`src/rtl/pipeline_pkg.sv`:
```
// ---------------------------------------------------------------------------
// pipeline_pkg
// Shared definitions for the pipeline hazard logic.
//   NREG_DEFAULT  : number of architectural registers tracked
//   CNTW_DEFAULT  : width of each pending-write counter
//   sched_state_t : branch-handling states of the hazard scheduler
// ---------------------------------------------------------------------------
package pipeline_pkg;

    localparam int NREG_DEFAULT = 16;
    localparam int CNTW_DEFAULT = 2;

    // IDLE issues normally, BR_WAIT freezes fetch until the branch in EX
    // resolves, BR_FLUSH redirects the PC and clears the wrong-path fetch.
    typedef enum logic [1:0] {
        IDLE     = 2'd0,
        BR_WAIT  = 2'd1,
        BR_FLUSH = 2'd2
    } sched_state_t;

endpackage

```
`src/rtl/hazard_scoreboard.sv`:
```
// ---------------------------------------------------------------------------
// hazard_scoreboard
// One small pending-write counter per register.  A counter counts the
// instructions that will write that register but have not yet reached
// write-back.
// Ports:
//   clk, rst          : clock, asynchronous active-low reset
//   incEn, incIdx     : an issuing instruction will write register incIdx
//   decEn, decIdx     : register decIdx is written back this cycle
//   cntFlat           : all counters, counter i at [i*CNTW +: CNTW]
// ---------------------------------------------------------------------------
module hazard_scoreboard
    import pipeline_pkg::*;
#(
    parameter int NREG = NREG_DEFAULT,
    parameter int CNTW = CNTW_DEFAULT
) (
    input  logic                 clk,
    input  logic                 rst,
    input  logic                 incEn,
    input  logic [3:0]           incIdx,
    input  logic                 decEn,
    input  logic [3:0]           decIdx,
    output logic [NREG*CNTW-1:0] cntFlat
);

    logic [CNTW-1:0] cnt [NREG];
    logic [NREG-1:0] incHit;
    logic [NREG-1:0] decHit;

    // Decode the increment and decrement indices into one-hot hit vectors.
    // Indices beyond NREG simply hit nothing.
    always_comb begin
        incHit = '0;
        decHit = '0;
        for (int i = 0; i < NREG; i++) begin
            incHit[i] = incEn && (int'(incIdx) == i);
            decHit[i] = decEn && (int'(decIdx) == i);
        end
    end

    // Counter update.  A same-cycle increment and decrement of one register
    // cancel out; a decrement of an empty counter is dropped rather than
    // wrapping, so a spurious write-back can never fake a pending writer.
    always_ff @(posedge clk or negedge rst) begin
        if (!rst) begin
            for (int i = 0; i < NREG; i++) begin
                cnt[i] <= '0;
            end
        end else begin
            for (int i = 0; i < NREG; i++) begin
                if (incHit[i] && !decHit[i]) begin
                    cnt[i] <= cnt[i] + CNTW'(1);
                end else if (decHit[i] && !incHit[i] && (cnt[i] != '0)) begin
                    cnt[i] <= cnt[i] - CNTW'(1);
                end
            end
        end
    end

    // Flatten the counter array for the read-out port.
    always_comb begin
        cntFlat = '0;
        for (int i = 0; i < NREG; i++) begin
            cntFlat[i*CNTW +: CNTW] = cnt[i];
        end
    end

endmodule

```
`src/rtl/hazard_scheduler.sv`:
```
// ---------------------------------------------------------------------------
// hazard_scheduler
// Detects read-after-write and counter-saturation hazards for the
// instruction in ID and handles branches by freezing fetch until the branch
// in EX resolves, then flushing on a taken branch.
// Ports:
//   clk, rst                  : clock, asynchronous active-low reset
//   idValid                   : ID holds a real instruction
//   idRa/idRb/idRc            : register indices of the decoded instruction
//   idUseRa/idUseRb/idUseRc   : index is read as a source
//   idRegWrite                : instruction writes idRc
//   idBranch                  : instruction is a branch
//   exBrResolved, exBrTaken   : branch resolution from EX
//   wbWE, wbRd                : register write-back
//   ifEn                      : enable for PC and IF_ID
//   bubble                    : ID_EX loads a NOP
//   flush                     : clear IF_ID
//   pcSel                     : PC takes the branch target
//   busy                      : scheduler is not IDLE
// ---------------------------------------------------------------------------
module hazard_scheduler
    import pipeline_pkg::*;
#(
    parameter int NREG = NREG_DEFAULT,
    parameter int CNTW = CNTW_DEFAULT
) (
    input  logic       clk,
    input  logic       rst,
    input  logic       idValid,
    input  logic [3:0] idRa,
    input  logic [3:0] idRb,
    input  logic [3:0] idRc,
    input  logic       idUseRa,
    input  logic       idUseRb,
    input  logic       idUseRc,
    input  logic       idRegWrite,
    input  logic       idBranch,
    input  logic       exBrResolved,
    input  logic       exBrTaken,
    input  logic       wbWE,
    input  logic [3:0] wbRd,
    output logic       ifEn,
    output logic       bubble,
    output logic       flush,
    output logic       pcSel,
    output logic       busy
);

    sched_state_t state;
    sched_state_t stateNext;

    logic [NREG*CNTW-1:0] cntFlat;
    logic [CNTW-1:0]      cntA;
    logic [CNTW-1:0]      cntB;
    logic [CNTW-1:0]      cntC;
    logic                 rawHaz;
    logic                 satHaz;
    logic                 stall;
    logic                 issue;

    // Counter of one register; indices outside the register file read 0.
    function automatic logic [CNTW-1:0] cntOf(input logic [NREG*CNTW-1:0] flat,
                                              input logic [3:0] idx);
        cntOf = '0;
        for (int i = 0; i < NREG; i++) begin
            if (int'(idx) == i) begin
                cntOf = flat[i*CNTW +: CNTW];
            end
        end
    endfunction

    hazard_scoreboard #(
        .NREG (NREG),
        .CNTW (CNTW)
    ) u_scoreboard (
        .clk     (clk),
        .rst     (rst),
        .incEn   (issue && idRegWrite),
        .incIdx  (idRc),
        .decEn   (wbWE),
        .decIdx  (wbRd),
        .cntFlat (cntFlat)
    );

    // Hazard detection is purely combinational so a hazard stalls in the
    // very cycle it appears.  A writer whose counter is full must wait, or
    // the counter would wrap and lose track of an in-flight write.
    always_comb begin
        cntA   = cntOf(cntFlat, idRa);
        cntB   = cntOf(cntFlat, idRb);
        cntC   = cntOf(cntFlat, idRc);
        rawHaz = (idUseRa && (cntA != '0)) ||
                 (idUseRb && (cntB != '0)) ||
                 (idUseRc && (cntC != '0));
        satHaz = idRegWrite && (cntC == {CNTW{1'b1}});
        stall  = idValid && (rawHaz || satHaz);
        issue  = idValid && !stall && (state == IDLE);
    end

    // State register.
    always_ff @(posedge clk or negedge rst) begin
        if (!rst) begin
            state <= IDLE;
        end else begin
            state <= stateNext;
        end
    end

    // Next-state and output decode.  Branch resolution is only looked at
    // in BR_WAIT; a stalled branch has not issued and so does not leave IDLE.
    always_comb begin
        stateNext = state;
        ifEn      = 1'b0;
        bubble    = 1'b0;
        flush     = 1'b0;
        pcSel     = 1'b0;
        busy      = (state != IDLE);
        case (state)
            IDLE: begin
                ifEn   = !stall;
                bubble = stall;
                if (issue && idBranch) begin
                    stateNext = BR_WAIT;
                end
            end
            BR_WAIT: begin
                bubble = 1'b1;
                if (exBrResolved) begin
                    stateNext = exBrTaken ? BR_FLUSH : IDLE;
                end
            end
            BR_FLUSH: begin
                ifEn      = 1'b1;
                bubble    = 1'b1;
                flush     = 1'b1;
                pcSel     = 1'b1;
                stateNext = IDLE;
            end
            default: begin
                stateNext = IDLE;
            end
        endcase
    end

endmodule

```
`config.mk`:
```
export PLATFORM = sky130hd
export DESIGN_NAME = hazard_scheduler
export DESIGN_NICKNAME = d
export VERILOG_FILES = /design/src/rtl/pipeline_pkg.sv /design/src/rtl/hazard_scoreboard.sv /design/src/rtl/hazard_scheduler.sv
export SDC_FILE = /design/constraint.sdc
export NUM_CORES = 1
export LEC_CHECK = 0
export CAP_MARGIN = 0
export CORE_MARGIN = 10
export CORE_UTILIZATION = 55
export DETAILED_ROUTE_END_ITERATION = 12
export PLACE_DENSITY_LB_ADDON = 0.25
export SETUP_SLACK_MARGIN = 0.2
export SLEW_MARGIN = 5
export SYNTH_ARGS = -nofsm -noshare
export SYNTH_HDL_FRONTEND = slang
export SYNTH_SLANG_ARGS = --single-unit
export TNS_END_PERCENT = 5
```
`constraint.sdc`:
```
create_clock -name clk -period 8.15 [get_ports clk]
set_clock_uncertainty 0.05 [all_clocks]
set_input_delay 1.2225 -clock clk [delete_from_list [all_inputs] [get_ports clk]]
set_output_delay 1.2225 -clock clk [all_outputs]
set_load 0.02 [all_outputs]
```
# After elaboration in Yosys (flattened, before gate mapping)
# Index checks and enable logic that the tools add are counted.
[classes] mux=87 eq_ne=65 n_reduce_logical=168 addsub=32
[op_table] op="2-bit 2-to-1 mux" n=83
[op_table] op="4-bit equality test, second input constant" n=32
[op_table] op="1-bit logical AND" n=89
[op_table] op="2-bit nonzero test" n=36
[op_table] op="4-bit by 3-bit equality test with 1-bit output, second input constant" n=16
[op_table] op="1-bit logical NOT" n=33
[op_table] op="2-bit by 1-bit adder with 2-bit output, second input constant" n=16
[op_table] op="4-bit by 2-bit equality test with 1-bit output, second input constant" n=8
[op_table] op="2-bit by 1-bit subtractor with 2-bit output, second input constant" n=16
[op_table] op="4-bit by 1-bit equality test with 1-bit output, second input constant" n=4
[op_table] op="4-bit logical NOT" n=4
[op_table] op="2-bit equality test, second input constant" n=2
[op_table] op="1-bit case mux with 2 select lines" n=2
[op_table] op="2-bit case mux with 2 select lines" n=1
[op_table] op="1-bit logical OR" n=3
[op_table] op="2-bit by 1-bit equality test with 1-bit output, second input constant" n=1
[op_table] op="2-bit logical NOT" n=1
[op_table] op="2-bit by 1-bit != test with 1-bit output, second input constant" n=1
[op_table] op="2-bit != test, second input constant" n=1
[op_table] op="2-bit AND reduction" n=1
[op_table] op="2-bit OR reduction" n=1
[op_table] op="1-bit 2-to-1 mux" n=1
[word_totals] out_inout_bits=5 ff_bits=34 word_cells=369

# Logic depth before layout (Yosys ltp)
# Gate-level depths: netlist (run 1).
[depth] depth_word=33 mapped_depth=13 ltp_nobuf=9

# Hierarchy
# A second synthesis (run 1) with hierarchy kept.
[unflattened] cells_unflattened=420 area_unflattened_um2=3387.0
[by_module_without_submodules] mod="hazard_scoreboard" instances=1 area_each_um2=2073.2 cells_per_inst=232
[by_module_without_submodules] mod="hazard_scheduler" instances=1 area_each_um2=1313.8 cells_per_inst=188

# Least setup slack after synthesis (run 1)
# OpenSTA, ideal clock, no wires.
[synth_timing] path_type="input -> output" from="in idRa[0]" to="out bubble" setup_slack_ps=3597 t_arrival_ps=3280 required_ps=6878 cell_stages=10 path_cell_list="buf_4 > or3_1 > a41o_1 > a2111oi_0 > a2111oi_2 > nand4_4 > buf_6 > buf_6 > a31oi_1 > nor2_1"
[synth_via] elab_chain_cells=24
[synth_rtl] element="start: declaration" line="hazard_scheduler.sv:30" source="input logic [3:0] idRa,"
[synth_rtl] element="4-bit logical NOT" line="hazard_scheduler.sv:66" source="if (int'(idx) == i) begin"
[synth_rtl] element="2-bit 2-to-1 mux (15 in a row)" line="hazard_scheduler.sv:66"
[synth_rtl] element="2-bit 2-to-1 mux *" line="hazard_scheduler.sv:66"
[synth_rtl] element="2-bit nonzero test *" line="hazard_scheduler.sv:92" source="rawHaz = (idUseRa && (cntA != '0)) ||"
[synth_rtl] element="1-bit logical AND *" line="hazard_scheduler.sv:92"
[synth_rtl] element="1-bit logical OR *" line="hazard_scheduler.sv:92"
[synth_rtl] element="1-bit logical OR *" line="hazard_scheduler.sv:93" source="(idUseRb && (cntB != '0)) ||"
[synth_rtl] element="1-bit logical OR *" line="hazard_scheduler.sv:96" source="stall = idValid && (rawHaz || satHaz);"
[synth_rtl] element="1-bit logical AND *" line="hazard_scheduler.sv:96"
[synth_rtl] element="1-bit case mux with 2 select lines *" line="hazard_scheduler.sv:118" source="case (state)"
[synth_rtl] element="end: declaration" line="hazard_scheduler.sv:43" source="output logic bubble,"
# Every way passes the cells marked *; elsewhere a longest branch is shown, timed or not.

# Final worst setup path (run 1)
[layout_timing] from="in idRc[1]" to="out ifEn"
[layout_via] elab_chain_cells=24
[layout_rtl] element="start: declaration" line="hazard_scheduler.sv:32" source="input logic [3:0] idRc,"
[layout_rtl] element="4-bit logical NOT" line="hazard_scheduler.sv:66"
[layout_rtl] element="2-bit 2-to-1 mux (15 in a row)" line="hazard_scheduler.sv:66"
[layout_rtl] element="2-bit 2-to-1 mux *" line="hazard_scheduler.sv:66"
[layout_rtl] element="2-bit nonzero test" line="hazard_scheduler.sv:94" source="(idUseRc && (cntC != '0));"
[layout_rtl] element="1-bit logical AND" line="hazard_scheduler.sv:94"
[layout_rtl] element="1-bit logical OR" line="hazard_scheduler.sv:93"
[layout_rtl] element="1-bit logical OR *" line="hazard_scheduler.sv:96"
[layout_rtl] element="1-bit logical AND *" line="hazard_scheduler.sv:96"
[layout_rtl] element="1-bit logical NOT *" line="hazard_scheduler.sv:120" source="ifEn = !stall;"
[layout_rtl] element="1-bit case mux with 2 select lines *" line="hazard_scheduler.sv:118"
[layout_rtl] element="end: declaration" line="hazard_scheduler.sv:42" source="output logic ifEn,"
# Marks and branches as above.

==> results of run 1 <==
cells in the mapped netlist (2+ instances only):
| master | count | share of area, % |
|---|---|---|
| a311oi_1 | 2 | 0.57 |
| ha_1 | 4 | 1.6 |
| nor2b_1 | 5 | 1.0 |
| nor3_2 | 3 | 0.98 |
| buf_4 | 2 | 0.49 |
| or2_1 | 3 | 0.61 |
| o21ai_1 | 8 | 1.3 |
| dfrtp_1 | 34 | 28 |
| or2_0 | 5 | 1.0 |
| or3_1 | 5 | 1.0 |
| nor3_1 | 28 | 4.6 |
| buf_2 | 8 | 1.3 |
| nand3_1 | 13 | 2.1 |
| xor2_1 | 4 | 1.1 |
| a31oi_1 | 5 | 1.0 |
| o21bai_1 | 3 | 0.73 |
| o21a_1 | 9 | 2.2 |
| nor2_1 | 43 | 5.3 |
| and2_1 | 2 | 0.41 |
| inv_1 | 17 | 2.1 |
| xnor2_1 | 3 | 0.86 |
| or3b_2 | 4 | 1.1 |
| and3_1 | 3 | 0.61 |
| mux4_2 | 7 | 5.1 |
| a2111oi_0 | 2 | 0.57 |
| buf_6 | 3 | 1.1 |
| a211oi_1 | 10 | 2.4 |
| nand3b_1 | 6 | 1.5 |
| o211ai_1 | 8 | 2.0 |
| clkbuf_1 | 7 | 0.86 |
| nand2_1 | 33 | 4.0 |
| o31ai_1 | 8 | 2.0 |
| a21oi_1 | 19 | 3.1 |
| mux2i_1 | 5 | 1.6 |
| a22oi_1 | 7 | 1.7 |
| o21ai_0 | 29 | 4.7 |
| nand2b_1 | 7 | 1.4 |
routing by layer:
layer,vias up,wire length (µm)
li1,1488,-
met4,0,236
met1,1488,3730
met5,-,0
met3,20,756
met2,142,3900
registers in the layout (all words and copies together) (netlist names):
signal / flops
state: 2
u_scoreboard.cntFlat: 32
power by group:
part / switching, mW / internal [mW]
registers: 0.0910 / 0.219
clock network: 0.0580 / 0.0588
logic: 0.156 / 0.136
total: 0.305 / 0.413
metrics by stage:
step / hold slack, ns / worst slack, ns / instance area, µm²
2_1_floorplan: 0.418 / 3.60 / 3070
6_report: 0.497 / 1.79 / 3430
3_3_place_gp: 0.469 / 1.91 / 3360
3_5_place_dp: 0.476 / 1.83 / 3360
4_1_cts: 0.486 / 1.83 / 3430
5_1_grt: 0.524 / 1.61 / 3430
critical path, cell delays in order:
cell	delay [ns]
clkdlybuf4s50_1	1.13
mux2_2	0.42
a221o_1	0.35
o211ai_1	0.09
a31oi_1	0.13
o21ai_1	0.25
nand4_4	0.52
nand2_1	0.22
a21o_1	0.13
clkdlybuf4s50_1	0.61
cells in the final DEF, fill, tap and decap left out, types with 2 or more instances in the layout:
master and n:
and3_1 3, ha_1 4, inv_1 17, nor3_1 28
mux4_2 7, nand2_1 33, a311oi_1 2, nand2b_1 7
nor2_1 43, o31ai_1 8, dfrtp_1 34, o21a_1 9
clkbuf_1 2, a31oi_1 5, nor2b_1 5, nand3b_1 6
o21ai_1 8, a21oi_1 19, o211ai_1 8, o21ai_0 29
a2111oi_0 2, clkdlybuf4s50_1 31, or3b_2 4, xor2_1 4
and2_1 2, clkbuf_8 5, or2_0 5, mux2i_1 5
nor3_2 3, nand3_1 13, or3_1 5, o21bai_1 3
a211oi_1 10, xnor2_1 3, or2_1 3, a22oi_1 7
area by class of cell:
class	instances	area [µm²]
flip-flops and latches	34	851
multi-input cells	319	2040
fillers	500	2040
well taps	72	90.1
repair buffers	32	318
clock buffers	7	76.3
inverters	17	63.8
final timing paths:
path                                          start                        to
setup / recovery                            idRc[1]                      ifEn
hold / removal             u_scoreboard.cntFlat[20]  u_scoreboard.cntFlat[20]
setup reg to reg           u_scoreboard.cntFlat[12]  u_scoreboard.cntFlat[26]
hold reg to reg            u_scoreboard.cntFlat[20]  u_scoreboard.cntFlat[20]
max in group asynchronous                       rst   u_scoreboard.cntFlat[3]
min in group asynchronous                       rst  u_scoreboard.cntFlat[25]
logic make-up after synthesis:
group	after synthesis	share of synthesized area, %
mux	13	7.13
flops	34	27.7
fa+ha+maj	4	1.63
buf+inv	38	5.95
simple gates	170	28.8
xor+xnor	7	2.00
compound gates	125	26.8
==> results_dict.tcl, run 1 <==
set metrics [dict create \
    path_class "primary input to output port" \
    grt.busiest_layer "met2" \
    ant_nets 0 \
    grt_overflow_total 0 \
    reg2reg_slack_ns 4.83 \
    finalCriticalPeriod_ns 6.36 \
    period_share_pct 78.1 \
    synth.ff_latch_count 34 \
    maxCapViolCount 0 \
    cts_tree "built" \
    final_cells 481 \
    synth_edf_count 0 \
    post_cts_buffers 0 \
    status "finished, final reports clean" \
    worst_slew_pin_slew_ns 1.00 \
    ys_types 64 \
    drt_iter0_markers 254 \
    maxSlewHeadroom_pct 33.1 \
    die_h_um 94.7 \
    power.leakage_nw 1.36 \
    grt_pass1_vias 3004 \
    cp.required_ns 6.88 \
    avgViaCountPerCell 6.52 \
    gp_congestion 0.955 \
    worstSkewPairLatency_ns 0.28 \
    via_count 3138 \
    ys_warn_count 0 \
    cp.arrival_ns 5.09 \
    avgRoutedWirePerCell_um 17.9 \
    r2r_cells 7 \
    synthArstFlopShare_pct 100 \
    fmax_mhz 157 \
    crit_fanout 44 \
    die_area_mm2 0.00897 \
    synth_cells 391 \
    core_mm2 0.00547 \
    clk_pin_slew_ns 0.07 \
    start_util_pct 56.1 \
    cts_buffer_depth 2 \
    power.density_mw_per_mm2 209 \
    met2_usage_pct 30.7 \
    cts_resized 0 \
    min_path_type "flip-flop to flip-flop" \
    synth_ff_type "dfrtp_1" \
    antenna_found_initial 0 \
    drive_gt1_share_pct 6.11 \
    finalSetupViolCount 0 \
    total_power_mw 0.718 \
    grt_max_degree 45 \
    drt_first_pass_iters 5 \
    rows 27 \
    startpoint_type "primary input" \
    final_core_util_pct 62.8 \
    routed_wl_um 8620 \
    port_buffers 31 \
    htreeDepth 2 \
    synthToLayoutAreaGrowth_pct 11.9 \
    finalHoldViolCount 0 \
    cts_buffers 5 \
    io_pins 32 \
    vdd_ir_drop_max_v 0.000138 \
    dp_cells 474 \
    grt_pass1_wl_um 14500 \
    cts_hold_buffers 0 \
    hold_depth 1 \
    drv_slew 0 \
    die_width_um 94.7 \
    rsz0062_at_grt "no" \
    syn_area_per_cell_um2 7.85 \
    netlist_area_mm2 0.00307 \
    syn_nets 422 \
    seq_area_frac_synth_pct 27.7 \
    cts_sinks 34 \
    cp-end-kind "output port" \
    antenna_cells 0 \
    hpwl_um 6420 \
    root_buffer "clkbuf_8" \
    nets 440 \
    fin_setup_tns_ns 0 \
    track_usage_pct 19.8 \
    gr-usage-met1_pct 25.9 \
    remaining_drc_errors 0 \
    grt_use_met3_pct 4.76 \
]
No activity file was read; power rests on OpenSTA's default activity.
==> run 2: changes to the inputs <==
==> constraint.sdc (replaced) <==
create_clock -name clk -period 6.5 [get_ports clk]
set_clock_uncertainty 0.05 [all_clocks]
set_input_delay 0.975 -clock clk [delete_from_list [all_inputs] [get_ports clk]]
set_output_delay 0.975 -clock clk [all_outputs]
set_load 0.02 [all_outputs]
==> run 2 against run 1 <==
Wire length is 6.0% higher. Die area stayed put. Critical path depth is 1 higher. Worst setup slack worse by 0.47 ns. Total power is 30% higher. Clock power is 39% higher. Final area is 0.87% higher. Register-to-register slack worse by 1.6 ns. Sequential share of layout area is 0.21 points lower. Cell count is 0.62% higher. Via count is 2.2% higher. Largest cell class unchanged.
==> results_dict.tcl, run 2 (synthesis results as in run 1) <==
set metrics [dict create \
    status "finished, final reports clean" \
    die_width_um 94.7 \
    highest_layer "met4" \
    routed-wl-met3_um 818 \
    rr_startpoint "u_scoreboard.cntFlat[9]" \
    finalCriticalPeriod_ns 5.19 \
    via_count 3208 \
    startpoint "idRc[1]" \
    place_area_mm2 0.00337 \
    vdd_ir_drop_max_v 0.000188 \
    finalSetupViolCount 0 \
    crit_fanout 17 \
    cts_buffer_depth 2 \
    clk_pin_slew_ns 0.07 \
    hpwl_um 6810 \
    cts_tree "built" \
    period_share_pct 79.8 \
    routed_wl_um 9140 \
    layout_commonest_cell "nor2_1" \
    gp_congestion 1.01 \
    worstSkewPairLatency_ns 0.29 \
    critPathTopFamily "buffers and inverters" \
    fillCellCount 508 \
    nets 442 \
    synthToLayoutAreaGrowth_pct 12.9 \
    grt_pass1_vias 2972 \
    cts_buffers 5 \
    antenna_found_initial 0 \
    fmax_mhz 193 \
    path_class "primary input to output port" \
    maxSlewHeadroom_pct 47.5 \
    root_buffer "clkbuf_8" \
    die_area_mm2 0.00897 \
    rsz0062_at_grt "no" \
    grt_max_degree 43 \
    setup_slack_ns 1.31 \
    cts_sinks 34 \
    drt_iter0_markers 430 \
    drv_slew 0 \
    post_cts_buffers 0 \
    pre_cts_ws_ns 1.37 \
    maxCapViolCount 0 \
    path_cells "clkdlybuf4s50_1, buf_4, nor2_1, and3_1, o41ai_1, a31oi_1, o21ai_1, nand4_4, a31oi_1, nor2_1, clkdlybuf4s50_1" \
    multiInputGateArea_mm2 0.00204 \
    cts_resized 0 \
    min_path_type "flip-flop to flip-flop" \
    core_mm2 0.00547 \
    cts_hold_buffers 0 \
    final_core_util_pct 63.3 \
    port_buffers 31 \
    rows 27 \
    io_pins 32 \
    grt_pass1_wl_um 14800 \
    fin_setup_tns_ns 0 \
    track_usage_pct 20.7 \
    drt_first_pass_iters 6 \
    drive_gt1_share_pct 7.04 \
    finalInstanceArea_mm2 0.00346 \
    critical_path_buf_inv_count 3 \
    power.density_mw_per_mm2 269 \
    total_power_mw 0.933 \
    die_h_um 94.7 \
    power.leakage_nw 1.38 \
    htreeDepth 2 \
    avgViaCountPerCell 6.63 \
    met2_length_um 4150 \
    slowest_delay_ns 0.84 \
    cp.arrival_ns 4.16 \
    register_area_um2 851 \
    ant_nets 0 \
    wl_met1_um 3890 \
    remaining_drc_errors 0 \
    worst_slew_pin_slew_ns 0.784 \
    crit_slowest_cell "clkdlybuf4s50_1" \
    avgRoutedWirePerCell_um 18.9 \
    holdCritStartpoint "u_scoreboard.cntFlat[18]" \
    cp-end-kind "output port" \
    layout_common_cells "43 x nor2_1, 34 x dfrtp_1, 33 x nand2_1, 31 x clkdlybuf4s50_1, 29 x o21ai_0" \
    finalHoldViolCount 0 \
    largest_reg_flops 32 \
    antenna_cells 0 \
    start_util_pct 56.1 \
    grt_overflow_total 0 \
    cp.required_ns 5.47 \
    startpoint_type "primary input" \
]
run 2: cell types whose count changed in the layout (fill, tap and decap cells not counted), sizes merged:
cell / previous run / this run
clkinv: 0 / 1
buf: 1 / 3
run 2: stage by stage:
| stage | hold slack (ns) | std cells |
|---|---|---|
| 2_1_floorplan | 0.418 | 391 |
| 3_3_place_gp | 0.468 | 476 |
| 3_5_place_dp | 0.476 | 476 |
| 4_1_cts | 0.487 | 484 |
| 5_1_grt | 0.513 | 484 |
| 6_report | 0.491 | 484 |
run 2: final cells by class:
class                   instances  share of cell area (%)
inverters                      17                    1.84
multi-input cells             319                    58.8
flip-flops and latches         34                    24.6
clock inverters                 1                   0.144
well taps                      72                    2.60
repair buffers                 34                    9.61
clock buffers                   7                    2.49
run 2: power breakdown:
part / internal, mW / total [mW] / leakage, nW / switching, mW
Clock: 0.0855 / 0.163 / 0.0482 / 0.0779
Combinational: 0.172 / 0.376 / 0.932 / 0.204
Sequential: 0.274 / 0.393 / 0.395 / 0.119
Total: 0.531 / 0.933 / 1.38 / 0.401
run 2: worst paths after layout:
kind                                            end  slack, ns  cells after the start
max                                          bubble       1.31                     11
min                        u_scoreboard.cntFlat[18]       0.49                      1
max reg2reg                u_scoreboard.cntFlat[16]       3.26                     10
min reg2reg                u_scoreboard.cntFlat[18]       0.49                      1
max in group asynchronous  u_scoreboard.cntFlat[21]       5.04                      2
min in group asynchronous  u_scoreboard.cntFlat[11]       1.05                      2
run 2: layer usage:
layer  up-vias  track usage (%)
li1       1497                -
met1      1511             27.5
met2       170             33.0
met3        30             3.33
met4         0             7.98
met5         -                0
run 2: worst register-to-register path, delay by kind of cell, from the launching register on:
family                 cells  cell delay, ns
AND/OR/NAND/NOR            4            1.17
AO/OA/AOI/OAI              4            1.01
buffers and inverters      2            0.47
flip-flops                 1            0.44
